$ cat src/rtl/led_breather.sv
// Breathing-LED PWM stage: compares an upstream free-running counter against a
// duty register that ramps up, holds bright, ramps down and holds dark.
module led_breather #(
  parameter int unsigned WIDTH = 8,
  parameter int unsigned STEP  = 1,
  parameter int unsigned HOLD  = 4
) (
  input  logic             i_clk,
  input  logic             i_reset,
  input  logic [WIDTH-1:0] i_count,
  input  logic             i_en,
  output logic             o_led,
  output logic [WIDTH-1:0] o_duty,
  output logic [1:0]       o_state
);

  localparam int unsigned     HW        = $clog2(HOLD + 1);
  localparam logic [WIDTH-1:0] MAX      = '1;
  localparam logic [WIDTH:0]   MAX_W    = {1'b0, MAX};
  localparam logic [WIDTH:0]   STEP_W   = (WIDTH + 1)'(STEP);
  localparam logic [HW-1:0]    HOLD_LAST = HW'(HOLD - 1);

  typedef enum logic [1:0] {
    ST_UP      = 2'd0,
    ST_HOLD_HI = 2'd1,
    ST_DOWN    = 2'd2,
    ST_HOLD_LO = 2'd3
  } state_t;

  state_t           state_q, state_d;
  logic [WIDTH-1:0] duty_q,  duty_d;
  logic [HW-1:0]    hold_q,  hold_d;
  logic             led_q,   led_d;
  logic             pwrap;
  logic [WIDTH:0]   sum_w;

  assign pwrap = i_en && (i_count == MAX);
  // Extra bit keeps duty+STEP from wrapping before the saturation test.
  assign sum_w = {1'b0, duty_q} + STEP_W;

  always_comb begin
    state_d = state_q;
    duty_d  = duty_q;
    hold_d  = hold_q;
    led_d   = i_en && (i_count < duty_q);
    if (pwrap) begin
      unique case (state_q)
        ST_UP: begin
          if (sum_w >= MAX_W) begin
            duty_d  = MAX;
            hold_d  = '0;
            state_d = ST_HOLD_HI;
          end else begin
            duty_d = sum_w[WIDTH-1:0];
          end
        end
        ST_HOLD_HI: begin
          if (hold_q == HOLD_LAST) begin
            hold_d  = '0;
            state_d = ST_DOWN;
          end else begin
            hold_d = hold_q + HW'(1);
          end
        end
        ST_DOWN: begin
          if ({1'b0, duty_q} <= STEP_W) begin
            duty_d  = '0;
            hold_d  = '0;
            state_d = ST_HOLD_LO;
          end else begin
            duty_d = duty_q - STEP_W[WIDTH-1:0];
          end
        end
        ST_HOLD_LO: begin
          if (hold_q == HOLD_LAST) begin
            hold_d  = '0;
            state_d = ST_UP;
          end else begin
            hold_d = hold_q + HW'(1);
          end
        end
        default: state_d = ST_UP;
      endcase
    end
  end

  always_ff @(posedge i_clk or posedge i_reset) begin
    if (i_reset) begin
      state_q <= ST_UP;
      duty_q  <= '0;
      hold_q  <= '0;
      led_q   <= 1'b0;
    end else begin
      state_q <= state_d;
      duty_q  <= duty_d;
      hold_q  <= hold_d;
      led_q   <= led_d;
    end
  end

  assign o_led   = led_q;
  assign o_duty  = duty_q;
  assign o_state = state_q;

endmodule

$ cat config.mk
export PLATFORM = sky130hd
export DESIGN_NAME = led_breather
export DESIGN_NICKNAME = d
export VERILOG_FILES = /design/src/rtl/led_breather.sv
export SDC_FILE = /design/constraint.sdc
export NUM_CORES = 1
export LEC_CHECK = 0
export CAP_MARGIN = 20
export CORE_ASPECT_RATIO = 1.4
export CORE_MARGIN = 4
export CORE_UTILIZATION = 45
export CTS_CLUSTER_SIZE = 30
export DETAILED_ROUTE_END_ITERATION = 16
export PLACE_DENSITY = 0.69
export SLEW_MARGIN = 10
export SYNTH_ARGS = -nofsm -noshare
export SYNTH_HDL_FRONTEND = slang
export SYNTH_SLANG_ARGS = --single-unit
export TNS_END_PERCENT = 20
$ cat constraint.sdc
create_clock -name i_clk -period 2.45 [get_ports i_clk]
set_input_delay 0.245 -clock i_clk [delete_from_list [all_inputs] [get_ports i_clk]]
set_output_delay 0.245 -clock i_clk [all_outputs]
set_load 0.005 [all_outputs]
==> After elaboration in Yosys (flattened, before gate mapping) <==
Cells that the tools add are included.
Widths: inputs -> output; s select.
{ "totals": {"ff_bits": 14, "latchBits": 0, "mem_bits_rw": 0, "mem_bits_ro": 0, "in_bits": 11, "output_inout_bits": 11, "wordCells": 39, "n_memories": 0} }
{ "op_classes": {"n_addsub": 3, "mul": 0, "div": 0, "magnitude_cmp": 3, "n_eq_ne": 9, "shift": 0, "n_mux": 12, "n_bitwise": 0, "reduce_logical": 8} }
{ "op_table": {"columns": ["operator", "count"], "rows": [
  ["$mux 8", 2],
  ["$pmux 8 s2", 1],
  ["$add 8x1->9 const B", 1],
  ["$ge 9x8->1 const B", 1],
  ["$mux 3", 3],
  ["$pmux 3 s3", 1],
  ["$eq 8x8->1 const B", 1],
  ["$le 8x1->1 const B", 1],
  ["$lt 8x8->1", 1],
  ["$mux 2", 4],
  ["$ne 2x2->1 const B", 4],
  ["$pmux 2 s4", 1],
  ["$sub 8x1->8 const B", 1],
  ["$reduce_and 5->1", 1],
  ["$eq 2x2->1 const B", 2],
  ["$add 3x1->3 const B", 1],
  ["$eq 3x2->1 const B", 1],
  ["$reduce_and 3->1", 1],
  ["$eq 2x1->1 const B", 1],
  ["$logic_and 1x1->1", 2],
  ["$logic_not 2->1", 1],
  ["$reduce_and 2->1", 1],
  ["$reduce_bool 2->1", 1],
  ["$reduce_or 2->1", 1]
]} }

==> Longest topological paths before layout <==
Gate-level depths: netlist (run 1).
{ "logic_depth": {"word_depth": 4, "depth_mapped": 9, "ltp_nobuf": 8} }

==> Least setup slack after synthesis (run 1) <==
No wires, ideal clock.
{ "synth_timing": {"kind": "reg-to-reg", "from": "reg duty_q[5], in the netlist o_duty[5]", "to": "reg hold_q[0]", "arrival_ns": 2.031, "slack_ns": 0.292, "path_stages_with_launch": 8, "period_less_slack_ns": 2.158, "cell_sequence": "dfrtp_1 > buf_6 > or4_4 > o41ai_4 > buf_6 > nand2_2 > nor2_2 > mux2_1"} }
{ "synth_between": {"elab_chain_len": 4, "elab_cells_between_ends": 6, "classes_between": "add/sub: 1; order compare: 2; eq/ne: 2; reduce/logical: 1"} }
{ "synth_rtl": {"columns": ["item", "line_no", "source"], "rows": [
  ["start, declared", "31", "logic [WIDTH-1:0] duty_q, duty_d;"],
  ["start signal, assigned", "95", "duty_q <= duty_d;"],
  ["$add 8x1->9", "39", "assign sum_w = {1'b0, duty_q} + STEP_W;"],
  ["$ge 9x8->1", "49", "if (sum_w >= MAX_W) begin"],
  ["$ne 2x2->1 (no source line)", null, null],
  ["$reduce_and 3->1 (no source line) (*)", null, null],
  ["end signal, assigned", "96", "hold_q <= hold_d;"],
  ["end, declared", "32", "logic [HW-1:0] hold_q, hold_d;"]
]} }
Mark *: on every way between the ends. The rest lies on a longest branch, timed or not.
A chain may end at the register's enable or synchronous reset.

==> Final worst setup path (run 1) <==
{ "layout_timing": {"from": "reg duty_q[0], in the netlist o_duty[0]", "to": "reg hold_q[0]"} }
The elaborated chain is that of the path after synthesis.

==> results_dict.tcl, run 1 <==
set metrics [dict create \
    status "complete, no violations" \
    syn_area_mm2 0.00139 \
    dr.first_iter.drc_count 75 \
    h-tree-depth 1 \
    p_comb_share_pct 13.5 \
    cp_max_fo 7 \
    hold_slack_ps 359 \
    synth_ff_type "dfrtp_1" \
    nets 229 \
    synthArstFlopShare_pct 100 \
    gp_congestion 0.914 \
    yosysUniqueCellTypes 46 \
    dieArea_mm2 0.00406 \
    design_area_mm2 0.00176 \
    critPathSlowestCell "or4_1" \
    grt_overflow 0 \
    viasPerCell 5.95 \
    coreArea_mm2 0.00291 \
    grt_use_total_pct 20.2 \
    dr_total_vias 1416 \
    path_class "reg2reg" \
    seq_power_share_pct 43.8 \
    die_w_um 55.0 \
    finClkSkew_ps 1.29 \
    avgRoutedWirePerCell_um 15.8 \
    tightest_slew_ps 992 \
    yosys.area.top_type "dfrtp_1" \
    required_ps 2580 \
    clockBufferDepth 2 \
    yosysTopAreaCellShare_pct 25.2 \
    grt_pass1_vias 1250 \
    end_kind "register" \
    p_leak_nw 0.745 \
    ys_ff_latch 14 \
    grt_pass1_wl_um 6060 \
    grt_max_degree 17 \
    diodes 0 \
    fin_setup_tns_ps 0 \
    firstDrtPassIters 5 \
    yosysWarnings 0 \
    synth_fp_nets 197 \
    avgSynthCellArea_um2 8.18 \
    hold_buffers 0 \
    initial_core_util_pct 47.9 \
    fmax_mhz 451 \
    period_share_pct 90.6 \
    ant_nets 0 \
    wirelength_um 3750 \
    p_per_area_mw_per_mm2 307 \
    period_needed_ps 2220 \
    start_kind "register" \
    finalSetupViolations 0 \
    internal_power_mw 0.415 \
    swShare_pct 23.3 \
    rsz0062_at_grt "false" \
    root_buffer "clkbuf_8" \
    max-slew-margin-rel_pct 33.4 \
    max_stage_delay_ps 530 \
    clk_latency_ps 250 \
    crit_arrival_ps 2350 \
    die_y_um 73.8 \
    min_path_type "in2async" \
    drive_gt1_share_pct 15.4 \
    finalPower_mw 0.541 \
    cts_tree "yes" \
    synth_edf_count 0 \
    io_buffers 21 \
    syn-instance-count 170 \
    io-pin-count 22 \
    cts_inserted_buffers 3 \
    worst-path-buf-inv 0 \
    route.detailed.drc 0 \
    dpl_cell_area_mm2 0.00171 \
    p_switching_mw 0.126 \
    post-dp-hpwl_um 2970 \
    slew_violations 0 \
    hold_viol 0 \
    clock-sinks 14 \
    yosys-top-cells-area "dfrtp_1, ha_1, o21ai_0" \
    ir_drop_mv 0.380 \
    syn2layout_area_growth_pct 26.7 \
    yosysSeqAreaShare_pct 25.2 \
    path_cells "nand2_1 > or4_1 > a221oi_2 > a21oi_2 > nor2_2 > mux2_1" \
    timing.max_cap.violations 0 \
    path_clk_slew_ps 60 \
    rows 23 \
    antenna_found_initial 0 \
    path_delay_family "simple AND/OR/NAND/NOR gates" \
    clockPowerShare_pct 42.7 \
]
per-stage QoR:
stage | std cells | worst slack [ps] | util (%)
CTS | 238 | 155 | 60.6
global placement | 234 | 226 | 58.7
floorplan | 170 | 292 | -
finish | 238 | 231 | 60.7
global route | 238 | 78.9 | 60.7
detailed placement | 234 | 180 | 58.7
worst paths after layout:
kind	start	endpoint	slack, ps	cells after the start
worst max-delay path	o_duty[0]$_DFFE_PP0P_	hold_q[0]$_DFFE_PP0P_	230	6
worst min-delay path	i_reset	o_duty[2]$_DFFE_PP0P_	360	2
worst max register to register	o_duty[0]$_DFFE_PP0P_	hold_q[0]$_DFFE_PP0P_	230	6
worst min register to register	hold_q[0]$_DFFE_PP0P_	hold_q[0]$_DFFE_PP0P_	540	1
max in group asynchronous	i_reset	o_duty[5]$_DFFE_PP0P_	1670	2
min in group i_clk	hold_q[0]$_DFFE_PP0P_	hold_q[0]$_DFFE_PP0P_	540	1
layout by cell type (no fill, tap or decap), types with 4 or more instances in the layout:
master           instances
nor3_1                   7
ha_1                    16
nand2_1                  7
nand3_1                  8
clkbuf_8                 4
a211oi_1                 4
nor2_1                  10
inv_1                   16
o21ai_0                 16
dfrtp_1                 13
buf_4                   16
clkdlybuf4s50_1         21
a21oi_1                 13
final cells by class:
cell class | count | area (um^2)
multi-input cells | 130 | 920
repair buffers | 37 | 330
flip-flops and latches | 14 | 352
clock buffers | 4 | 55.1
fillers | 254 | 1140
well taps | 37 | 46.3
inverters | 16 | 60.1
cell families (layout without fill, tap and decap cells):
| logic type | count (synthesis) | in the layout | synth area share (%) |
|---|---|---|---|
| AO/OA/AOI/OAI | 57 | 57 | 28.1 |
| AND/OR/NAND/NOR | 52 | 52 | 20.1 |
| buffers and inverters | 26 | 57 | 8.72 |
| adder cells (fa/ha/maj) | 16 | 16 | 14.4 |
| flip-flops | 14 | 14 | 25.2 |
| XOR/XNOR | 3 | 3 | 1.89 |
| multiplexers | 2 | 2 | 1.62 |
state kept, by name, indices dropped and copies added, names as in the netlist:
name / count
o_led: 1
hold_q: 3
o_duty: 8
o_state: 2
power groups by stage:
| stage | clock network, mW | logic [mW] | registers, mW |
|---|---|---|---|
| 2_1_floorplan | 0 | 0.0347 | 0.240 |
| 3_3_place_gp | 0 | 0.0701 | 0.241 |
| 3_5_place_dp | 0 | 0.0729 | 0.241 |
| 4_1_cts | 0.236 | 0.0734 | 0.237 |
| 5_1_grt | 0.251 | 0.0810 | 0.237 |
| 6_report | 0.231 | 0.0732 | 0.237 |
Yosys cell counts (all sizes together) (3+ instances only):
cell type,count
or4,3
clkbuf,3
a31oi,3
a21oi,14
nor3,7
a211oi,4
dfrtp,14
nand2,8
xnor2,3
o21ai,18
ha,16
buf,7
nor2,12
a21o,3
nand2b,3
inv,16
nand3,8
what timing repair did:
action / 4_1_cts / 5_1_grt
endpoints found under the setup margin: 0 / 1
resized for setup: 0 / 1
buffers inserted: 0 / 0
per-layer routing:
metal  GRT usage (%)  wire, um  vias up
met5               0         0        -
met4            7.03       100        0
met3            1.83       155       13
met2            34.2      1950       49
li1                -         -      678
met1            26.1      1550      676
No activity file was read; power rests on OpenSTA's default activity.
==> run 2, diff against run 1 <==
--- a/config.mk
+++ b/config.mk
@@ -5,13 +5,14 @@
 export SDC_FILE = /design/constraint.sdc
 export NUM_CORES = 1
 export LEC_CHECK = 0
-export CAP_MARGIN = 20
+export CAP_MARGIN = 40
 export CORE_ASPECT_RATIO = 1.4
 export CORE_MARGIN = 4
 export CORE_UTILIZATION = 45
+export CTS_CLUSTER_DIAMETER = 60
 export CTS_CLUSTER_SIZE = 30
 export DETAILED_ROUTE_END_ITERATION = 16
-export PLACE_DENSITY = 0.69
+export PLACE_DENSITY = 0.71
 export SLEW_MARGIN = 10
 export SYNTH_ARGS = -nofsm -noshare
 export SYNTH_HDL_FRONTEND = slang
==> constraint.sdc (replaced) <==
create_clock -name i_clk -period 1.8 [get_ports i_clk]
set_input_delay 0.18 -clock i_clk [delete_from_list [all_inputs] [get_ports i_clk]]
set_output_delay 0.18 -clock i_clk [all_outputs]
set_load 0.005 [all_outputs]
==> run 2 against run 1 <==
Compared with the run above:
- the flow now finishes with violations (setup timing)
- largest power group unchanged
- combinational power rose by 73%
- critical path depth is 1 higher
- critical path type unchanged
- via count is 11% higher
==> results_dict.tcl, run 2 (same netlist as run 1, synthesis figures left out) <==
set metrics [dict create \
    cts_tree "yes" \
    post-dp-hpwl_um 3590 \
    slew_violations 0 \
    wirelength_um 4440 \
    antenna_found_initial 0 \
    grt_max_degree 16 \
    multi_input_area_um2 986 \
    cts_inserted_buffers 3 \
    path_delay_family "compound AO/OA/AOI/OAI gates" \
    layout_common_cells "buf_4, clkdlybuf4s50_1, inv_1, ha_1, a21oi_1" \
    finalSetupViolations 12 \
    rsz0062_at_grt "true" \
    max_stage_delay_ps 440 \
    timing.max_cap.violations 0 \
    largest_reg_flops 8 \
    setup_slack_ps -303 \
    hold_slack_ps 289 \
    die_y_um 73.8 \
    nets 258 \
    p_leak_nw 0.897 \
    avgRoutedWirePerCell_um 16.7 \
    critPathSlowestCell "dfrtp_2" \
    grt_use_total_pct 25.0 \
    dieArea_mm2 0.00406 \
    finClkSkew_ps 4.08 \
    die_w_um 55.0 \
    clock-sinks 14 \
    max-slew-margin-rel_pct 60.6 \
    hold_viol 0 \
    finalPower_mw 0.719 \
    clk_latency_ps 250 \
    tightest_slew_ps 590 \
    required_ps 1940 \
    period_share_pct 117 \
    min_path_type "in2async" \
    h-tree-depth 1 \
    diodes 0 \
    dpl_cell_area_mm2 0.00194 \
    syn2layout_area_growth_pct 47.3 \
    drive_gt1_share_pct 32.8 \
    fmax_mhz 476 \
    path_clk_slew_ps 60 \
    fillers 236 \
    end_kind "register" \
    path_cells "buf_6 > a21bo_2 > a211o_1 > a221oi_4 > a21oi_4 > nor2_2 > mux2_4" \
    viasPerCell 5.89 \
    final_common_cell "buf_4" \
    ant_nets 0 \
    clockBufferDepth 2 \
    route.detailed.drc 0 \
    path_class "reg2reg" \
    initial_core_util_pct 47.9 \
    grt_pass1_vias 1615 \
    crit_arrival_ps 2240 \
    firstDrtPassIters 4 \
    seqCellArea_um2 357 \
    fin_setup_tns_ps -2350 \
    root_buffer "clkbuf_8" \
    start_kind "register" \
    status "finished with violations" \
    p_per_area_mw_per_mm2 351 \
    violations "setup timing" \
    design_area_mm2 0.00205 \
    cp_max_fo 5 \
    grt_overflow 0 \
    rows 23 \
    io-pin-count 22 \
    coreArea_mm2 0.00291 \
    ir_drop_mv 0.454 \
    grt_pass1_wl_um 7330 \
    dr.first_iter.drc_count 68 \
    worst-path-buf-inv 1 \
    io_buffers 21 \
    dr_total_vias 1566 \
    gp_congestion 0.899 \
    period_needed_ps 2100 \
    preCtsSetupSlack_ps -355 \
]
-- run 2: metal layers --
layer	wire [um]	GRT usage [%]
met5	0	0
met2	2440	46.1
met3	231	3.45
met1	1610	26.3
met4	153	12.2
-- run 2: timing repair --
action	4_1_cts	5_1_grt
hold buffers	0	0
pin swaps	11	0
gates resized for setup	19	7
buffers inserted	1	0
endpoints found under the setup margin	13	14
-- run 2: where the power goes --
part / internal [mW] / leakage, nW / switching [mW]
Clock: 0.149 / 0.0216 / 0.121
Combinational: 0.0727 / 0.689 / 0.0541
Sequential: 0.319 / 0.186 / 0.00440
-- run 2: layout make-up --
cell class | instances | area share, %
clock buffer | 3 | 2.01
inverter | 16 | 2.93
multi-input combinational | 130 | 48.1
sequential | 14 | 17.4
tap | 37 | 2.26
timing repair buffer | 66 | 27.3
-- run 2: per-stage QoR --
stage / utilization (%) / instances
2_1_floorplan: - / 170
3_3_place_gp: 66.6 / 262
4_1_cts: 70.0 / 266
5_1_grt: 70.5 / 266
6_report: 70.5 / 266
3_5_place_dp: 66.6 / 262
-- run 2: worst paths after layout --
| check | cells past startpoint | startpoint | slack, ps | endpoint |
|---|---|---|---|---|
| setup / recovery | 7 | o_duty[1]$_DFFE_PP0P_ | -300 | o_state[1]$_DFFE_PP0P_ |
| hold / removal | 2 | i_reset | 290 | o_state[1]$_DFFE_PP0P_ |
| setup reg to reg | 7 | o_duty[1]$_DFFE_PP0P_ | -300 | o_state[1]$_DFFE_PP0P_ |
| hold reg to reg | 1 | hold_q[0]$_DFFE_PP0P_ | 530 | hold_q[0]$_DFFE_PP0P_ |
| max in group asynchronous | 2 | i_reset | 1090 | o_state[0]$_DFFE_PP0P_ |
| min in group i_clk | 1 | hold_q[0]$_DFFE_PP0P_ | 530 | hold_q[0]$_DFFE_PP0P_ |
